<file path="src/rtl/led_flow_ctrl.sv">
// LED flow controller: stepped LED patterns with a req/ack mode-change handshake.
// Optional ping-pong mode enabled by defining LED_FLOW_PINGPONG_EN.
module led_flow_ctrl #(
    parameter logic [23:0] CNT_MAX = 24'd2
) (
    input  logic       sys_clk,
    input  logic       sys_rst_n,
    input  logic       mode_req,
    input  logic [1:0] mode_sel,
    input  logic       pause,
    output logic       mode_ack,
    output logic       tick_out,
    output logic [7:0] led_out
);

    localparam logic [1:0] RUN  = 2'd0;
    localparam logic [1:0] HOLD = 2'd1;
    localparam logic [1:0] LOAD = 2'd2;

    localparam logic [1:0] M_LEFT  = 2'b00;
    localparam logic [1:0] M_RIGHT = 2'b01;
    localparam logic [1:0] M_PP    = 2'b10;
    localparam logic [1:0] M_BLINK = 2'b11;

    logic [1:0]  state;
    logic [1:0]  state_nxt;
    logic [23:0] cnt;
    logic [1:0]  mode;
    logic [1:0]  mode_load;
    logic [7:0]  seed;
    logic [7:0]  step_pat;
    logic        start_load;
    logic        advance;
    logic        wrap;
`ifdef LED_FLOW_PINGPONG_EN
    logic        dir;
    logic        dir_nxt;
`endif

    // A pending request wins over pause and over a coincident step;
    // the LOAD cycle itself ignores mode_req (requester is still holding it).
    always_comb begin
        start_load = (state != LOAD) && mode_req;
        advance    = !pause && !start_load;
        wrap       = advance && (cnt == CNT_MAX);
        if (start_load) begin
            state_nxt = LOAD;
        end else if (pause) begin
            state_nxt = HOLD;
        end else begin
            state_nxt = RUN;
        end
    end

    // Mode actually stored and the pattern it starts from.
    always_comb begin
`ifdef LED_FLOW_PINGPONG_EN
        mode_load = mode_sel;
`else
        mode_load = (mode_sel == M_PP) ? M_LEFT : mode_sel;
`endif
        if (mode_load == M_RIGHT) begin
            seed = 8'h80;
        end else if (mode_load == M_BLINK) begin
            seed = 8'hFF;
        end else begin
            seed = 8'h01;
        end
    end

    // Next pattern for the current mode.
    always_comb begin
        step_pat = {led_out[6:0], led_out[7]};
`ifdef LED_FLOW_PINGPONG_EN
        dir_nxt  = dir;
`endif
        unique case (mode)
            M_RIGHT: step_pat = {led_out[0], led_out[7:1]};
            M_BLINK: step_pat = ~led_out;
`ifdef LED_FLOW_PINGPONG_EN
            M_PP: begin
                if (!dir) begin
                    step_pat = led_out << 1;
                    if (led_out == 8'h40) begin
                        dir_nxt = 1'b1;
                    end
                end else begin
                    step_pat = led_out >> 1;
                    if (led_out == 8'h02) begin
                        dir_nxt = 1'b0;
                    end
                end
            end
`endif
            default: step_pat = {led_out[6:0], led_out[7]};
        endcase
    end

    // State, counter, pattern and strobes.
    always_ff @(posedge sys_clk or negedge sys_rst_n) begin
        if (!sys_rst_n) begin
            state    <= RUN;
            cnt      <= 24'd0;
            mode     <= M_LEFT;
            led_out  <= 8'h01;
            mode_ack <= 1'b0;
            tick_out <= 1'b0;
`ifdef LED_FLOW_PINGPONG_EN
            dir      <= 1'b0;
`endif
        end else begin
            state    <= state_nxt;
            mode_ack <= start_load;
            tick_out <= wrap;
            if (start_load) begin
                mode    <= mode_load;
                cnt     <= 24'd0;
                led_out <= seed;
`ifdef LED_FLOW_PINGPONG_EN
                dir     <= 1'b0;
`endif
            end else if (advance) begin
                if (wrap) begin
                    cnt     <= 24'd0;
                    led_out <= step_pat;
`ifdef LED_FLOW_PINGPONG_EN
                    dir     <= dir_nxt;
`endif
                end else begin
                    cnt <= cnt + 24'd1;
                end
            end
        end
    end

endmodule

</file>
<file path="config.mk">
export PLATFORM = sky130hd
export DESIGN_NAME = led_flow_ctrl
export DESIGN_NICKNAME = d
export VERILOG_FILES = /design/src/rtl/led_flow_ctrl.sv
export SDC_FILE = /design/constraint.sdc
export NUM_CORES = 1
export LEC_CHECK = 0
export ABC_AREA = 1
export BUFFER_PORTS_ARGS = -buffer_cell sky130_fd_sc_hd__clkbuf_2
export CAP_MARGIN = 20
export CELL_PAD_IN_SITES_DETAIL_PLACEMENT = 1
export CELL_PAD_IN_SITES_GLOBAL_PLACEMENT = 1
export CORE_ASPECT_RATIO = 2
export CORE_MARGIN = 2
export CORE_UTILIZATION = 38
export CTS_CLUSTER_SIZE = 24
export DETAILED_ROUTE_END_ITERATION = 8
export PLACE_DENSITY = 0.79
export REMOVE_ABC_BUFFERS = 1
export SLEW_MARGIN = 20
export SYNTH_ARGS = -nofsm -noshare
export SYNTH_HDL_FRONTEND = slang
export SYNTH_SLANG_ARGS = --single-unit
</file>
<file path="constraint.sdc">
create_clock -name sys_clk -period 4.2 [get_ports sys_clk]
set_clock_uncertainty 0.1 [all_clocks]
set_input_delay 0.21 -clock sys_clk [delete_from_list [all_inputs] [get_ports sys_clk]]
set_output_delay 0.21 -clock sys_clk [all_outputs]
set_load 0.1 [all_outputs]
</file>
; After elaboration in Yosys (flattened, before gate mapping)
; Index checks and enable logic that the tools add are counted.
[word_totals]
out_inout_bits = 10
register_bits = 38
[classes]
muxes = 12
addsub = 1
bitwise = 1
reduce_logical = 8
n_eq_ne = 7
[ops]
columns = operator, n
row1 = $mux W24, 3
row2 = $mux W8, 5
row3 = $add A24 B1 Y24 const B, 1
row4 = $eq A24 B2 Y1 const B, 1
row5 = $pmux W8 S2, 1
row6 = $not A8 Y8, 1
row7 = $eq A2 B2 Y1 const B, 3
row8 = $eq A2 B1 Y1 const B, 2
row9 = $mux W2, 2
row10 = $reduce_bool A2 Y1, 2
row11 = $logic_and A1 B1 Y1, 3
row12 = $logic_not A1 Y1, 2
row13 = $ne A2 B2 Y1 const B, 1
row14 = $reduce_and A2 Y1, 1
row15 = $mux W1, 1

; Longest topological paths before layout
; Gate-level depths: netlist (run 1).
[logic_depth]
ltp_word = 8
ltp_mapped = 10
ltp_nobuf = 10

; Least setup slack after synthesis (run 1)
; OpenSTA, ideal clock, no wires.
[synth_timing]
path_kind = reg-to-reg
from = register, netlist name mode_ack
to = register cnt[4]
t_arrival_ps = 1824
path_buffers = 1
setup_time_ps = 119
synth_period_minus_slack_ps = 2043
path_stages_with_launch = 9
path_slack_ps = 2157
cell_sequence = dfrtp_1 nand2_1 nand2_4 nand4_1 nor2_2 nand2_4 nand2_4 buf_12 nor2_1
[synth_lines]
columns = item, line
row1 = "end signal, assigned", 130  ; cnt <= cnt + 24'd1;
row2 = "end, declared", 27  ; logic [23:0] cnt;

; Final worst setup path (run 1)
[layout_timing]
from = register state[0]
to = register cnt[2]
[layout_via]
elab_chain_cells = 8
elab_cells_between_ends = 9
classes_between = eq/ne (1) / mux (3) / reduce/logical (5)
[layout_lines]
columns = item, line
row1 = "start, declared", 25  ; logic [1:0] state;
row2 = "start signal, assigned", 112  ; state <= state_nxt;
row3 = $ne A2 B2 Y1 *, 43  ; start_load = (state != LOAD) && mode_req;
row4 = $logic_and A1 B1 Y1 *, 43
row5 = $logic_not A1 Y1, 44  ; advance = !pause && !start_load;
row6 = $logic_and A1 B1 Y1, 44
row7 = $logic_and A1 B1 Y1, 45  ; wrap = advance && (cnt == CNT_MAX);
row8 = $mux W24, 123  ; if (wrap) begin
row9 = $mux W24, 122  ; end else if (advance) begin
row10 = $mux W24, 115  ; if (start_load) begin
; Every way passes the cells marked *; elsewhere a longest branch is shown, timed or not. The select of a mux whose other input is x is not followed.
; A chain may end at the register's enable or synchronous reset.

==> results.toml, run 1 <==
[run_status]
status = "finished, violations left"
violations = "negative hold slack"

[die]
die_x_um = 61.4
num_rows = 41
dieArea_um2 = 7290
die_h_um = 119
core_um2 = 6360
num_io_pins = 16
start_util = 0.394

[pwr]
p_sw_w = 0.000490
seqPwrFrac = 0.347
p_comb_frac = 0.288
p_int_w = 0.000753
p_per_area_nw_per_um2 = 442
ir_drop_uv = 329
power.leakage_nw = 1.33
fin_total_pwr_w = 0.00124
power_frac_clock = 0.365
swShare = 0.394

[finish]
fin_nets = 392
final_area_um2 = 2810
final_layout_size_suffix_gt1_frac = 0.148
instances_no_fill = 471
areaGrowthSynthToFinish_pct = 12.2
num_antenna_cells = 0

[placement]
io_buffers = 15
gp_congestion = 0.918
place_area_um2 = 2630
post-dp-hpwl_mm = 6.10
place_inst = 463

[sta]
finalSetupViolCount = 0
max_freq_mhz = 475
tightest_slew_ps = 858
finalCritPeriodShare = 0.501
hold_slack_ps = -73.7
slew_headroom = 0.428
drv_slew = 0
final.setup.tns_ps = 0
hold_viol = 36
rsz0062_at_grt = "false"
post-route-min-period_ps = 2100

[critical_path]
timing.rr.start = "state[0]"
cp-end-kind = "register"
worstSetupPathType = "reg2reg"
rrSetupSlack_ps = 2100
required_ps = 4270
crit_fanout = 33
arrival_ps = 2180
ff2ff_path_depth = 8
critPathLaunchType = "register"
worstReg2RegEnd = "cnt[2]"

[detailed_routing]
drt-vias-per-instance = 5.31
drt_first_pass_iters = 4
ant_nets = 0
drc_errors = 0
wl_per_cell_um = 16.5
num_vias = 2501
routed_wirelength_mm = 7.79
drt_iter0_markers = 51

[clock_tree]
cts_hold_buf = 0
cts_num_sinks = 37
path_clk_slew_ps = 60
clockBufferDepth = 2
clockRootBuffer = "clkbuf_16"
cts_tree = "yes"
cts_resized = 0
h-tree-depth = 2
cts_setup_buffers = 0
clk_latency_ps = 290
cts_buffers = 5

[synth]
ys_ff_latch = 37
synth_cell_types = 29
syn_area_um2 = 2500
seq_area_frac_synth = 0.370
syn_avg_cell_area_um2 = 6.77
ys_warn_count = 0
synthCells = 370

[global_route]
grt_max_degree = 38
gr-usage-all-layers = 0.249
grt_pass1_vias = 2804
grt_pass1_wl_mm = 13.3
grt_antenna_before_repair = 0
grt_overflow_total = 0

[flow_run]
drv_cap = 0

[worst_hold_path]
min_path_type = "in2async"
-- final cells by class --
type                    instances  area (µm²)
clock buffers                   6         139
clock inverters                 2        37.5
fillers                       889        3550
inverters                      39         146
multi-input cells             286        1380
flip-flops and latches         37         927
well taps                      86         108
repair buffers                 15        75.1
-- cells in the final DEF, fill, tap and decap left out, types with 2 or more instances in the layout --
cell / instances
and2_1: 3
o221ai_1: 2
inv_1: 38
o21ai_0: 19
nand2_2: 14
ha_1: 2
nor2_1: 54
nand4_1: 16
o21ai_1: 3
dfrtp_1: 36
o22ai_1: 4
clkbuf_2: 14
clkbuf_16: 5
nand2_4: 3
nor2_2: 11
nand2_1: 111
xor2_1: 6
nand3_1: 31
-- power by group through the flow --
| stage | Clock (W) | Combinational [W] | Sequential, W |
|---|---|---|---|
| after floorplan | 0 | 0.000114 | 0.000599 |
| after detailed placement | 0 | 0.000362 | 0.000437 |
| after global routing | 0.000468 | 0.000384 | 0.000436 |
| after CTS | 0.000462 | 0.000363 | 0.000431 |
| final | 0.000453 | 0.000358 | 0.000431 |
| after global placement | 0 | 0.000354 | 0.000436 |
-- synthesized netlist by cell type, drive strengths merged --
library cell  count  area (µm²)
buf               5        40.0
nor2             65         272
o22ai             4        25.0
xnor2             1        8.76
xor2              6        52.6
dfstp             1        26.3
o21ai            23         119
and2              4        27.5
and3              1        6.26
nand4            16         100
dfrtp            36         901
ha                2        25.0
clkbuf            3        12.5
nand3            32         165
nand2           128         538
o221ai            2        17.5
nor3              2        21.3
inv              39         146
-- worst max path at each step --
stage | endpoint | depth (start not counted) | slack, ps | start
after floorplan | cnt[2] | 7 | 1930 | mode_ack
after global placement | cnt[2] | 8 | 2160 | state[0]
after detailed placement | cnt[2] | 8 | 2090 | state[0]
after CTS | cnt[2] | 8 | 2060 | state[0]
after global routing | cnt[2] | 8 | 1860 | state[0]
final | cnt[2] | 8 | 2100 | state[0]
-- kinds of logic after synthesis --
family          synth area share
simple gates               0.451
buf+inv                   0.0795
xor+xnor                  0.0245
flops                      0.370
compound gates            0.0645
fa+ha+maj                0.00999
-- routing by layer --
layer | track usage | part of all wire | up-vias
met3 | 0.0361 | 0.022 | 35
met5 | 0 | 0 | -
met4 | 0.181 | 0.077 | 0
li1 | - | - | 1202
met1 | 0.228 | 0.33 | 1217
met2 | 0.453 | 0.58 | 47
-- worst max-delay path: stages, from the launching register on --
cell and delay, ps:
dfrtp_1 360, inv_1 50, nand2_1 80, nand2_4 300, nand2_1 320, inv_1 480
o21ai_0 150, nand2_1 80, nor2_1 50
-- state kept, by name (all words and copies together) (netlist names) --
signal	flops
cnt	24
led_out	8
mode	2
mode_ack	1
state	1
tick_out	1
-- stage by stage --
step                      hold WS (ps)   util  setup slack, ps
after floorplan                   -186      -             1930
after global placement             318  0.414             2160
after detailed placement           327  0.414             2090
after CTS                         14.5  0.442             2060
after global routing              26.8  0.442             1860
final                            -73.7  0.442             2100
Note: power is estimated with default switching activity, not from simulation.
==> inputs of run 2 (changes only) <==
==> constraint.sdc (replaced) <==
create_clock -name sys_clk -period 2 [get_ports sys_clk]
set_clock_uncertainty 0.1 [all_clocks]
set_input_delay 0.1 -clock sys_clk [delete_from_list [all_inputs] [get_ports sys_clk]]
set_output_delay 0.1 -clock sys_clk [all_outputs]
set_load 0.1 [all_outputs]
==> run 2 against run 1 <==
- the flow now finishes without violations
- hold slack improved by 100 ps
- design area rose by 1.7%
- clock-buffer cell count did not move
- total power rose by 110%
- non-clock buffer count rose by 6
==> results.toml, run 2 (synthesized netlist as in run 1, its figures left out) <==
[critical_path]
cp-end-kind = "register"
rrSetupSlack_ps = 180
required_ps = 2070
arrival_ps = 1890
worstSetupPathType = "reg2reg"
critPathLaunchType = "register"
crit_fanout = 7

[placement]
io_buffers = 15
preCtsSetupSlack_ps = 214
post-dp-hpwl_mm = 6.44
gp_congestion = 0.871
place_area_um2 = 2670

[sta]
post-route-min-period_ps = 1820
drv_slew = 0
setup_slack_ps = 180
hold_viol = 0
max_freq_mhz = 549
final.setup.tns_ps = 0
rsz0062_at_grt = "false"
finalSetupViolCount = 0
tightest_slew_ps = 547
slew_headroom = 0.637
finalCritPeriodShare = 0.910
hold_slack_ps = 29.1

[clock_tree]
clockBufferDepth = 2
path_clk_slew_ps = 60
cts_hold_buf = 1
clockRootBuffer = "clkbuf_16"
h-tree-depth = 2
cts_setup_buffers = 0
clk_latency_ps = 290
cts_resized = 0
cts_num_sinks = 37
cts_buffers = 5
cts_tree = "yes"

[global_route]
grt_max_degree = 28
grt_antenna_before_repair = 0
grt_pass1_vias = 2876
grt_overflow_total = 0
grt_pass1_wl_mm = 13.5
gr-usage-all-layers = 0.254

[pwr]
power.leakage_nw = 1.36
ir_drop_uv = 823
p_per_area_nw_per_um2 = 922

[finish]
top_register = "cnt"
num_antenna_cells = 0
top_regs = "cnt x24, led_out x8, mode x2"
areaGrowthSynthToFinish_pct = 14.1
final_cell_mix = "111 x nand2_1, 54 x nor2_1, 38 x inv_1"
final_layout_size_suffix_gt1_frac = 0.159
fin_nets = 398
layout_commonest_cell = "nand2_1"
largest_reg_flops = 24
final_area_um2 = 2860
final_util = 0.449

[die]
die_x_um = 61.4
start_util = 0.394
num_rows = 41
dieArea_um2 = 7290
num_io_pins = 16
core_um2 = 6360
die_h_um = 119

[detailed_routing]
routed_wirelength_mm = 8.07
drc_errors = 0
drt_first_pass_iters = 4
wl_per_cell_um = 16.9
drt-vias-per-instance = 5.30
num_vias = 2528
drt_iter0_markers = 51
ant_nets = 0

[worst_hold_path]
min_path_type = "in2reg"

[flow_run]
drv_cap = 0

[run_status]
status = "complete, no violations"
-- run 2: cell types whose count changed in the layout (fill, tap and decap cells not counted) --
cell,before,now
dlygate4sd3_1,0,1
clkbuf_2,14,15
buf_4,0,5
buf_2,1,0
-- run 2: per-stage QoR --
step	std cells	power, W
after CTS	477	0.00265
after floorplan	362	0.00150
after global placement	468	0.00168
final	477	0.00263
after global routing	477	0.00274
after detailed placement	468	0.00169
-- run 2: worst max-delay path: stages (launching register included) --
cell,delay [ps]
dfrtp_1,480
ha_1,260
nand2_1,70
inv_1,90
nand2_1,170
nor2_2,220
nand2_1,90
xor2_1,150
nor2_1,60
-- run 2: power by group --
part | internal (W) | total [W] | switching (W)
logic | 0.000149 | 0.000765 | 0.000616
registers | 0.000820 | 0.000909 | 0.0000890
clock network | 0.000623 | 0.000960 | 0.000337
-- run 2: final timing paths --
path                              from    endpoint  depth (start not counted)
max reg2reg                     cnt[0]      cnt[8]                          8
min reg2reg                 led_out[0]  led_out[0]                          2
min                        mode_sel[0]     mode[0]                          3
max in group asynchronous    sys_rst_n  led_out[0]                          3
max                             cnt[0]      cnt[8]                          8
min in group asynchronous    sys_rst_n     cnt[17]                          2
-- run 2: layer usage --
layer	vias to the layer above	track usage	routed length (µm)
met5	-	0	0
met1	1237	0.215	2530
met4	0	0.149	393
li1	1215	-	-
met3	29	0.0460	176
met2	47	0.490	4960
-- run 2: layout make-up --
| cell class | instances | area, µm² |
|---|---|---|
| fillers | 871 | 3500 |
| multi-input cells | 286 | 1380 |
| flip-flops and latches | 37 | 927 |
| inverters | 39 | 146 |
| clock buffers | 6 | 139 |
| repair buffers | 21 | 123 |
| well taps | 86 | 108 |
| clock inverters | 2 | 37.5 |
